## src/rtl/rt_ibex_hws_sequencer_if.sv

```systemverilog
// Mode type and handshake bundle between ibex_controller, the sequencer and the stacking unit.
// The master modport is the controller/stacking-unit side; the slave modport is the sequencer.
package rt_ibex_hws_pkg;
   typedef enum logic {HWS_SAVE = 1'b0, HWS_RESTORE = 1'b1} hw_stacking_mode_t;
endpackage

interface rt_ibex_hws_sequencer_if;
   import rt_ibex_hws_pkg::*;
   logic              entry_req_i;
   logic              entry_ready_o;
   logic              exit_req_i;
   logic              exit_ready_o;
   logic              irq_pending_i;
   logic              hws_start_o;
   hw_stacking_mode_t hws_mode_o;
   logic              hws_done_i;
   logic              hws_ack_o;
   logic              entry_done_o;
   logic              exit_done_o;
   logic              tail_chain_o;

   modport slave (
      input  entry_req_i, exit_req_i, irq_pending_i, hws_done_i,
      output entry_ready_o, exit_ready_o, hws_start_o, hws_mode_o, hws_ack_o,
             entry_done_o, exit_done_o, tail_chain_o
   );
   modport master (
      output entry_req_i, exit_req_i, irq_pending_i, hws_done_i,
      input  entry_ready_o, exit_ready_o, hws_start_o, hws_mode_o, hws_ack_o,
             entry_done_o, exit_done_o, tail_chain_o
   );
endinterface

```

## src/rtl/rt_ibex_hws_sequencer.sv

```systemverilog
// RT-IBEX hardware stacking sequencer: arbitrates IRQ entry / mret exit, runs save/restore
// on the stacking unit, tracks nesting depth and tail-chains exits with a pending IRQ.
module rt_ibex_hws_sequencer
   import rt_ibex_hws_pkg::*;
#(
   parameter int MAX_DEPTH = 4,
   parameter int DEPTH_W   = $clog2(MAX_DEPTH + 1),
   parameter int TIMEOUT   = 64,
   parameter int TO_W      = $clog2(TIMEOUT + 1)
) (
   input  logic                 clk_i,
   input  logic                 rst_i,
   rt_ibex_hws_sequencer_if.slave bus,
   output logic                 busy_o,
   output logic [DEPTH_W-1:0]   depth_o,
   output logic                 overflow_o,
   output logic                 underflow_o,
   output logic                 timeout_o
);

   typedef enum logic [2:0] {S_IDLE, S_START, S_WAIT, S_ACK, S_DRAIN} state_e;

   state_e            state_q, state_d;
   hw_stacking_mode_t mode_q, mode_d;
   logic [DEPTH_W-1:0] depth_q, depth_d;
   logic [TO_W-1:0]   wdog_q, wdog_d;
   logic              ovf_q, ovf_d, unf_q, unf_d, to_q, to_d, tail_q, tail_d;

   always_ff @(posedge clk_i or posedge rst_i) begin
      if (rst_i) begin
         state_q <= S_IDLE;
         mode_q  <= HWS_SAVE;
         depth_q <= '0;
         wdog_q  <= '0;
         ovf_q   <= 1'b0;
         unf_q   <= 1'b0;
         to_q    <= 1'b0;
         tail_q  <= 1'b0;
      end else begin
         state_q <= state_d;
         mode_q  <= mode_d;
         depth_q <= depth_d;
         wdog_q  <= wdog_d;
         ovf_q   <= ovf_d;
         unf_q   <= unf_d;
         to_q    <= to_d;
         tail_q  <= tail_d;
      end
   end

   always_comb begin
      state_d           = state_q;
      mode_d            = mode_q;
      depth_d           = depth_q;
      wdog_d            = wdog_q;
      ovf_d             = ovf_q;
      unf_d             = unf_q;
      to_d              = to_q;
      tail_d            = 1'b0;
      bus.entry_ready_o = 1'b0;
      bus.exit_ready_o  = 1'b0;
      bus.hws_start_o   = 1'b0;
      bus.hws_ack_o     = 1'b0;
      bus.entry_done_o  = 1'b0;
      bus.exit_done_o   = 1'b0;
      unique case (state_q)
         S_IDLE: begin
            // Readies are masked during reset so every output reads 0 while rst_i is high.
            bus.entry_ready_o = ~rst_i;
            bus.exit_ready_o  = ~rst_i;
            if (bus.exit_req_i) begin
               if (depth_q == '0) begin
                  unf_d = 1'b1;
               end else if (bus.irq_pending_i) begin
                  tail_d = 1'b1;
               end else begin
                  mode_d  = HWS_RESTORE;
                  state_d = S_START;
               end
            end else if (bus.entry_req_i) begin
               if (depth_q == DEPTH_W'(MAX_DEPTH)) begin
                  ovf_d = 1'b1;
               end else begin
                  mode_d  = HWS_SAVE;
                  state_d = S_START;
               end
            end
         end
         S_START: begin
            bus.hws_start_o = 1'b1;
            wdog_d          = '0;
            state_d         = S_WAIT;
         end
         S_WAIT: begin
            wdog_d = wdog_q + TO_W'(1);
            if (bus.hws_done_i) begin
               state_d = S_ACK;
               if (mode_q == HWS_SAVE) begin
                  depth_d          = depth_q + DEPTH_W'(1);
                  bus.entry_done_o = 1'b1;
               end else begin
                  depth_d         = depth_q - DEPTH_W'(1);
                  bus.exit_done_o = 1'b1;
               end
            end else if (wdog_q == TO_W'(TIMEOUT - 1)) begin
               // Give up on this transfer: ack to release the unit, depth untouched.
               to_d          = 1'b1;
               bus.hws_ack_o = 1'b1;
               state_d       = S_DRAIN;
            end
         end
         S_ACK: begin
            bus.hws_ack_o = 1'b1;
            state_d       = S_DRAIN;
         end
         S_DRAIN: begin
            if (!bus.hws_done_i) state_d = S_IDLE;
         end
         default: state_d = S_IDLE;
      endcase
   end

   assign bus.hws_mode_o   = mode_q;
   assign bus.tail_chain_o = tail_q;
   assign busy_o           = (state_q != S_IDLE);
   assign depth_o          = depth_q;
   assign overflow_o       = ovf_q;
   assign underflow_o      = unf_q;
   assign timeout_o        = to_q;

endmodule
```

## src/flat_wrapper.sv

```systemverilog
// flat-port wrapper written by rule: the top's interface ports become plain ports
module rt_ibex_hws_sequencer_flat import rt_ibex_hws_pkg::*;
#(
   parameter int MAX_DEPTH = 4,
   parameter int DEPTH_W   = $clog2(MAX_DEPTH + 1),
   parameter int TIMEOUT   = 64,
   parameter int TO_W      = $clog2(TIMEOUT + 1)
)
  (clk_i, rst_i, busy_o, depth_o, overflow_o, underflow_o, timeout_o, bus_entry_req_i, bus_exit_req_i, bus_irq_pending_i, bus_hws_done_i, bus_entry_ready_o, bus_exit_ready_o, bus_hws_start_o, bus_hws_mode_o, bus_hws_ack_o, bus_entry_done_o, bus_exit_done_o, bus_tail_chain_o);
  rt_ibex_hws_sequencer_if bus_i ();
  input  logic clk_i;
  input  logic rst_i;
  output logic busy_o;
  output logic [DEPTH_W-1:0] depth_o;
  output logic overflow_o;
  output logic underflow_o;
  output logic timeout_o;
  input wire logic [$bits(bus_i.entry_req_i)-1:0] bus_entry_req_i;
  input wire logic [$bits(bus_i.exit_req_i)-1:0] bus_exit_req_i;
  input wire logic [$bits(bus_i.irq_pending_i)-1:0] bus_irq_pending_i;
  input wire logic [$bits(bus_i.hws_done_i)-1:0] bus_hws_done_i;
  output wire logic [$bits(bus_i.entry_ready_o)-1:0] bus_entry_ready_o;
  output wire logic [$bits(bus_i.exit_ready_o)-1:0] bus_exit_ready_o;
  output wire logic [$bits(bus_i.hws_start_o)-1:0] bus_hws_start_o;
  output wire logic [$bits(bus_i.hws_mode_o)-1:0] bus_hws_mode_o;
  output wire logic [$bits(bus_i.hws_ack_o)-1:0] bus_hws_ack_o;
  output wire logic [$bits(bus_i.entry_done_o)-1:0] bus_entry_done_o;
  output wire logic [$bits(bus_i.exit_done_o)-1:0] bus_exit_done_o;
  output wire logic [$bits(bus_i.tail_chain_o)-1:0] bus_tail_chain_o;
  assign bus_i.entry_req_i = bus_entry_req_i;
  assign bus_i.exit_req_i = bus_exit_req_i;
  assign bus_i.irq_pending_i = bus_irq_pending_i;
  assign bus_i.hws_done_i = bus_hws_done_i;
  assign bus_entry_ready_o = bus_i.entry_ready_o;
  assign bus_exit_ready_o = bus_i.exit_ready_o;
  assign bus_hws_start_o = bus_i.hws_start_o;
  assign bus_hws_mode_o = bus_i.hws_mode_o;
  assign bus_hws_ack_o = bus_i.hws_ack_o;
  assign bus_entry_done_o = bus_i.entry_done_o;
  assign bus_exit_done_o = bus_i.exit_done_o;
  assign bus_tail_chain_o = bus_i.tail_chain_o;
  rt_ibex_hws_sequencer #(.MAX_DEPTH(MAX_DEPTH), .DEPTH_W(DEPTH_W), .TIMEOUT(TIMEOUT), .TO_W(TO_W)) u_core (.clk_i(clk_i), .rst_i(rst_i), .bus(bus_i), .busy_o(busy_o), .depth_o(depth_o), .overflow_o(overflow_o), .underflow_o(underflow_o), .timeout_o(timeout_o));
endmodule
```

## config.mk

```make
export PLATFORM = sky130hd
export DESIGN_NAME = rt_ibex_hws_sequencer_flat
export DESIGN_NICKNAME = d
export VERILOG_FILES = /design/src/rtl/rt_ibex_hws_sequencer_if.sv /design/src/rtl/rt_ibex_hws_sequencer.sv /design/src/flat_wrapper.sv
export SDC_FILE = /design/constraint.sdc
export NUM_CORES = 1
export LEC_CHECK = 0
export BUFFER_PORTS_ARGS = -buffer_cell sky130_fd_sc_hd__buf_2
export CORE_MARGIN = 3
export CORE_UTILIZATION = 25
export CTS_BUF_LIST = sky130_fd_sc_hd__clkbuf_4
export DETAILED_ROUTE_END_ITERATION = 8
export SLEW_MARGIN = 5
export SYNTH_ARGS = -nofsm -noshare
export SYNTH_HDL_FRONTEND = slang
export SYNTH_SLANG_ARGS = --single-unit
```

## constraint.sdc

```tcl
create_clock -name clk_i -period 1.35 [get_ports clk_i]
set_input_delay 0.0675 -clock clk_i [delete_from_list [all_inputs] [get_ports clk_i]]
set_output_delay 0.0675 -clock clk_i [all_outputs]
set_load 0.03 [all_outputs]
```

* Yosys cells after proc, flatten, opt, wreduce, memory -nomap -nowiden
Index checks and enable logic that the tools add are counted.
Word-level totals: bits of input ports 6, bits in registers 18, word-level logic and storage cells 71, output and inout bits 15
Cells by class: $add $sub $neg 3, multiplexer cells 31, equality and inequality tests 15, bitwise operators 3, reductions and logical operators 11
Operators by type and width (count):
- 3-bit two-way mux | 9
- 1-bit two-way mux | 19
- 3-bit case mux with 5 select lines | 1
- 7-bit case mux with 2 select lines | 1
- 3-bit != test, second input constant | 4
- 2-bit != test, second input constant | 4
- 7-bit by 1-bit adder with 7-bit output, second input constant | 1
- 7-bit by 6-bit equality test with 1-bit output, second input constant | 1
- 3-bit by 2-bit equality test with 1-bit output, second input constant | 2
- 3-bit equality test, second input constant | 2
- 3-bit logical NOT | 2
- 3-bit AND reduction | 2
- 6-bit AND reduction | 1
- 5-bit AND reduction | 1
- 4-bit AND reduction | 1
- 2-bit nonzero test | 2
- 3-bit by 1-bit adder with 3-bit output, second input constant | 1
- 3-bit by 1-bit equality test with 1-bit output, second input constant | 1
- 3-bit by 2-bit != test with 1-bit output, second input constant | 1
- 1-bit NOT | 3
- 3-bit nonzero test | 1
- 3-bit by 1-bit subtractor with 3-bit output, second input constant | 1
- 1-bit case mux with 2 select lines | 1
- 2-bit AND reduction | 1

* Logic depth before layout (Yosys ltp)
Gate-level depths: netlist (run 1).
depth in word-level cells 5, depth in mapped cells 5, depth with buffers taken out 5

* Worst setup path before layout (run 1)
Ideal clock, no wire load.
path kind register -> output, from register u_core.state_q[0], to output port bus_exit_ready_o, data required time 1.283 ns, stages on the path, launching flop included 6, path buffers 2, arrival time 1.712 ns, setup slack -0.429 ns, path through dfrtp_1 > buf_6 > nor3_1 > inv_1 > nor2_1 > buf_4
Between the ends: cells in the longest elaborated chain, start to end 2
RTL lines:
- start, declared | line rt_ibex_hws_sequencer.sv:23 | state_e state_q, state_d;
- start signal, assigned | line rt_ibex_hws_sequencer.sv:40 | state_q <= state_d;
- 3-bit logical NOT
- 1-bit two-way mux
- end, declared | line flat_wrapper.sv:23 | output wire logic [$bits(bus_i.exit_ready_o)-1:0] bus_exit_ready_o;
No other way between the ends.

* Worst setup path after layout (run 1)
from register u_core.state_q[2], to output port bus_entry_ready_o
Between the ends: cells in the longest elaborated chain, start to end 2
RTL lines:
- 3-bit logical NOT | line rt_ibex_hws_sequencer.sv:66 | unique case (state_q)
- 1-bit two-way mux | line rt_ibex_hws_sequencer.sv:66
- end, declared | line flat_wrapper.sv:22 | output wire logic [$bits(bus_i.entry_ready_o)-1:0] bus_entry_ready_o;
No other way between the ends.

==> metrics.txt, run 1 <==
via count=888; clock transition at the registers of the reported paths=0.11 ns; worst min path class=in2reg; minimum clock period=1.469 ns; Routability Congestion=0.7818; Max Slew Vio Count=0; Critical Path AT=1.40 ns; area of the core=3495 um2; GR Util All Layers=0.1058; I/O Pins=21; Die W=67.64 um; cell total after placement=168; #FFs+latches synth=18; MaxCap Viol Count=0; predominant post-synthesis flop cell=dfrtp_1; initial antenna violation count=0; synth warn=0; largest net degree at the start of global routing=19; area grow syn2layout=63.90%; failing checks=negative setup slack; Cell Pwr Density=2331 nW/um2; leakage power=0.7540 nW; Crit. End Element=output port; global-route wire length before repair=3698 um; clk buf depth=2; number of global-route vias before repair=866; Slew headroom=0.8353; post-DR vias/cell=4.649; share of cells above drive strength 1=0.5931; crit-path max FO=4; dpl ws=-0.05588 ns; Die Y=67.64 um; NumNets Final=154; Distinct cells, synth=39; die area=4574 um2; final worst setup slack=-0.1187 ns; final antenna-violating net count=0; unrepaired setup endpoints after global routing=yes; Starting Density=0.2718; Detailed Routing Iterations Pass 1=4; Clock Latency Late Sink=0.28 ns; commonest non-fill, non-tap cells in the layout=buf_4 (31), dfrtp_1 (15), buf_2 (13); Post-synth ARST share=1.000; Root Driver=clkbuf_4; Final Setup Violations=13; CTS tree=built; Syn Nets=96; hold_ws=0.06621 ns; status=finished, violations left; H-Tree Depth=1; DRC viols=0; Area contributors post-synth=dfrtp_1 (47%), inv_1 (3.2%), a22o_1 (2.8%), o21ai_0 (2.6%), mux2i_4 (2.4%); Avg Cell Area, Syn=10.79 um2; Hold Vio Cnt, Final=0; finished layout cell area=1556 um2; top cell type's share of synthesized area=0.4743; Setup crit start kind=flop; Inserted Diodes=0; Clock Skew=0.005026 ns; Post-Route WL=2413 um; Iteration-0 DRC Markers=22; Final Non-Filler Cells=191; post-synthesis cell count=88; post-synthesis sequential area ratio=0.4743; synthesized area=949.7 um2; slew of the pin with the lowest slew margin=0.2436 ns; gr ovfl total=0; Crit Path Category=reg2out; CP Data Required Time=1.28 ns; peak supply drop=1010 uV; Synth area leader=dfrtp_1; final period utilization=1.088; total CTS buffers=3; clk sinks=18; # rows=21; Reg2Reg Depth=3; detailed placer's ending HPWL=1628 um; most common cell after layout, fill and taps aside=buf_4; detailed-route wire length per cell=12.63 um; Post-synth EDFFs=0; worst hold path cell count=2; IO Port Bufs=20; fmax=680.9 MHz; area post-placement=1234 um2
## power by group
group	leakage (nW)	internal, mW	switching (mW)
logic	0.513	1.25	1.22
registers	0.226	0.731	0.159
clock network	0.0154	0.107	0.165
## state kept, by name, indices dropped and copies added, names as in the netlist
signal and cells:
u_core.state_q 3, u_core.underflow_o 1, u_core.timeout_o 1, u_core.overflow_o 1, u_core.bus.tail_chain_o 1, u_core.depth_o 3, u_core.bus.hws_mode_o 1, u_core.wdog_q 7
## path summary, 6_finish.rpt
check | start | endpoint | slack, ns
worst min-delay path | bus_entry_req_i | u_core.overflow_o | 0.07
min in group asynchronous | rst_i | u_core.wdog_q[1] | 0.37
worst min register to register | u_core.underflow_o | u_core.underflow_o | 0.46
worst max-delay path | u_core.state_q[2] | bus_entry_ready_o | -0.12
worst max register to register | u_core.state_q[2] | u_core.wdog_q[2] | -0.09
max in group asynchronous | rst_i | u_core.depth_o[0] | 0.77
## metal layers
layer  up-vias  GRT usage  share of wire
met5         -          0              0
met4         0    0.03291          0.015
met3         4    0.02496          0.034
met2        17     0.1798           0.52
met1       437     0.1316           0.43
li1        430          -              -
## cells by family after synthesis
group | count (synthesis) | synth area share
xor+xnor | 4 | 0.03690
flops | 18 | 0.4743
simple gates | 31 | 0.1976
fa+ha+maj | 2 | 0.03425
buf+inv | 11 | 0.05665
mux | 4 | 0.06060
compound gates | 18 | 0.1397
## synthesized netlist by cell type, drive strengths merged (2+ instances only)
library cell / instances
a22o: 3
nand4: 2
or3b: 2
dfrtp: 18
o21ai: 5
nor3b: 2
nor2: 5
xnor2: 2
and3: 2
xor2: 2
inv: 8
nand3: 3
nor3: 3
mux2i: 3
buf: 3
a21o: 2
nand2: 5
## what timing repair did
action                     in CTS  in global routing
resized for setup              27                  9
hold endpoints to repair       18                  0
setup buffers                   9                  9
setup endpoints to repair      12                 18
pin swaps                       6                  4
hold buffers                    1                  0
## through the flow
stage	power [mW]	TNS, ns	util
6_report	3.628	-0.8817	0.4454
3_3_place_gp	2.578	-0.03319	0.3530
5_1_grt	3.882	-2.249	0.4454
4_1_cts	3.325	-0.9400	0.4150
2_1_floorplan	2.051	-0.2395	-
3_5_place_dp	2.620	-0.06397	0.3530
## worst max-delay path, stage by stage (launching register included)
cell     delay [ns]
dfrtp_1        0.43
buf_6          0.14
nor3_4         0.21
inv_2          0.09
nor2_4         0.11
buf_6          0.14
## area by class of cell
class,count,area (um2)
clock buffers,3,22.52
clock inverters,1,3.754
fillers,309,1938
inverters,8,35.03
multi-input cells,59,551.8
flip-flops and latches,18,454.2
well taps,46,57.56
repair buffers,56,431.7
No activity file was read; power rests on OpenSTA's default activity.
==> inputs of run 2 (changes only) <==
--- a/config.mk
+++ b/config.mk
@@ -5,11 +5,11 @@
 export SDC_FILE = /design/constraint.sdc
 export NUM_CORES = 1
 export LEC_CHECK = 0
-export BUFFER_PORTS_ARGS = -buffer_cell sky130_fd_sc_hd__buf_2
 export CORE_MARGIN = 3
 export CORE_UTILIZATION = 25
 export CTS_BUF_LIST = sky130_fd_sc_hd__clkbuf_4
 export DETAILED_ROUTE_END_ITERATION = 8
+export DONT_BUFFER_PORTS = 1
 export SLEW_MARGIN = 5
 export SYNTH_ARGS = -nofsm -noshare
 export SYNTH_HDL_FRONTEND = slang
==> run 2 against run 1 <==
The run still ends with negative setup slack left. Clock power is 12% higher. Maximum frequency is 3.5% lower. Count of clock-buffer cells in the layout is 1 higher. Sequential power is 10% higher. Die area stayed put. Cell count is 6.8% lower. Design area is 0.88% lower. Routed wire length is 11% higher. Register-to-register slack better by 0.02 ns. Clock skew hardly changed. Sequential share of layout area is 0.26 points higher. Largest power group unchanged. Highest routed layer unchanged.
==> metrics.txt, run 2 (synthesis gave the netlist of run 1 again) <==
Reg2Reg Depth=6 (was 3); total CTS buffers=3 (unchanged); gr ovfl total=0 (unchanged); Die Y=67.64 um (unchanged); area grow syn2layout=62.45% (was 63.90%); Setup crit start kind=flop (unchanged); IO Port Bufs=0 (was 20); MaxCap Viol Count=0 (unchanged); Detailed Routing Iterations Pass 1=4 (unchanged); Routability Congestion=0.8040 (was 0.7818); worst hold path cell count=2 (unchanged); Max Slew Vio Count=0 (unchanged); die area=4574 um2 (unchanged); via count=857 (was 888); clk buf depth=2 (unchanged); CTS tree=built (unchanged); Largest Register=u_core.wdog_q (unchanged); DRC viols=0 (unchanged); global-route wire length before repair=3988 um (was 3698 um); fillers=311 (was 309); # rows=21 (unchanged); Critical Path AT=1.45 ns (was 1.40 ns); slew of the pin with the lowest slew margin=0.4230 ns (was 0.2436 ns); Crit Path Category=reg2out (unchanged); post-DR vias/cell=4.815 (was 4.649); final antenna-violating net count=0 (unchanged); detailed-route wire length per cell=15.02 um (was 12.63 um); fmax=656.9 MHz (was 680.9 MHz); max reg flops=7 (unchanged); hold_ws=0.02771 ns (was 0.06621 ns); minimum clock period=1.522 ns (was 1.469 ns); crit-path max FO=4 (unchanged); Die W=67.64 um (unchanged); detailed placer's ending HPWL=1624 um (was 1628 um); finished layout cell area=1543 um2 (was 1556 um2); Clock Skew=0.004928 ns (was 0.005026 ns); total power=3.653 mW (was 3.628 mW); area of the core=3495 um2 (unchanged); area post-placement=1191 um2 (was 1234 um2); clk sinks=18 (unchanged); worst min path class=in2reg (unchanged); slowest cell delay on critical path=0.42 ns (was 0.43 ns); Inserted Diodes=0 (unchanged); Crit. End Element=output port (unchanged); Hold Vio Cnt, Final=0 (unchanged); Final Setup Violations=13 (unchanged); Iteration-0 DRC Markers=15 (was 22); peak supply drop=1416 uV (was 1010 uV); worst-path cell chain=nand3_2, nor4_4, buf_4, o21a_4 (was buf_6, nor3_4, inv_2, nor2_4, buf_6); final period utilization=1.128 (was 1.088); NumNets Final=141 (was 154); unrepaired setup endpoints after global routing=yes (unchanged); Post-Route WL=2673 um (was 2413 um); Slew headroom=0.7171 (was 0.8353); Clock Latency Late Sink=0.30 ns (was 0.28 ns); failing checks=negative setup slack (unchanged); CP max-delay cell=dfrtp_1 (unchanged); H-Tree Depth=1 (unchanged); Starting Density=0.2718 (unchanged); leakage power=0.7243 nW (was 0.7540 nW); Cell Pwr Density=2368 nW/um2 (was 2331 nW/um2); share of cells above drive strength 1=0.5455 (was 0.5931); number of global-route vias before repair=852 (was 866); clock transition at the registers of the reported paths=0.10 ns (was 0.11 ns); CP Data Required Time=1.28 ns (about the same); Root Driver=clkbuf_4 (unchanged); initial antenna violation count=0 (unchanged); most common cell after layout, fill and taps aside=buf_4 (unchanged); final worst setup slack=-0.1723 ns (was -0.1187 ns); status=finished, violations left (unchanged); GR Util All Layers=0.1172 (was 0.1058); commonest non-fill, non-tap cells in the layout=buf_4 (25), dfrtp_1 (15), buf_6 (12) (was buf_4 (31), dfrtp_1 (15), buf_2 (13)); I/O Pins=21 (unchanged); largest net degree at the start of global routing=19 (unchanged)
## run 2: changes by cell type in the layout (fill, tap and decap cells not counted), sizes merged
cell,delta
buf,-17
clkinv,-1
clkbuf,+1
dlygate4sd3,+4
## run 2: final timing paths
| check | startpoint | to | slack (ns) |
|---|---|---|---|
| worst max-delay path | u_core.wdog_q[4] | bus_hws_ack_o | -0.17 |
| worst min-delay path | bus_irq_pending_i | u_core.bus.hws_mode_o | 0.03 |
| min in group asynchronous | rst_i | u_core.bus.tail_chain_o | 0.23 |
| worst max register to register | u_core.state_q[0] | u_core.wdog_q[3] | -0.07 |
| max in group asynchronous | rst_i | u_core.bus.hws_mode_o | 0.90 |
| worst min register to register | u_core.wdog_q[4] | u_core.wdog_q[4] | 0.54 |
## run 2: metrics by stage
stage / setup TNS (ns) / setup slack, ns / std cells / util
2_1_floorplan: -0.2395 / -0.1019 / 88 / -
5_1_grt: -2.145 / -0.2742 / 178 / 0.4415
6_report: -1.201 / -0.1723 / 178 / 0.4415
3_5_place_dp: -0.04673 / -0.03889 / 154 / 0.3409
4_1_cts: -0.8871 / -0.2151 / 174 / 0.4125
3_3_place_gp: -0.01511 / -0.01511 / 154 / 0.3409
## run 2: worst max-delay path, delay by kind of cell, from the launching register on
| family | cells | cell delay [ns] |
|---|---|---|
| simple gates | 2 | 0.39 |
| compound gates | 1 | 0.17 |
| flops | 1 | 0.42 |
| buf+inv | 1 | 0.17 |
## run 2: where the power goes
group | internal, mW | total, mW | switching (mW)
Combinational | 1.21 | 2.37 | 1.15
Clock | 0.135 | 0.304 | 0.169
Sequential | 0.731 | 0.980 | 0.249
## run 2: layout make-up
type                            count  area (um2)  share of cell area
Timing Repair Buffer               43       392.9              0.2547
Clock buffer                        4       30.03             0.01946
Tap cell                           46       57.56             0.03731
Inverter                            8       35.03             0.02271
Multi-Input combinational cell     59       573.1              0.3715
Sequential cell                    18       454.2              0.2944
## run 2: per-layer routing
layer	GRT usage	part of all wire	wire length, um
met3	0.04326	0.045	121
met1	0.1496	0.41	1086
met5	0	0	0
met4	0.03797	0.024	64
met2	0.1823	0.52	1401
## run 2: timing repair
action / CTS / global route
pin swaps: 12 / 7
endpoints found under the setup margin: 10 / 18
buffers inserted: 11 / 5
hold endpoints to repair: 24 / 0
hold buffers: 5 / 0
resized for setup: 20 / 18
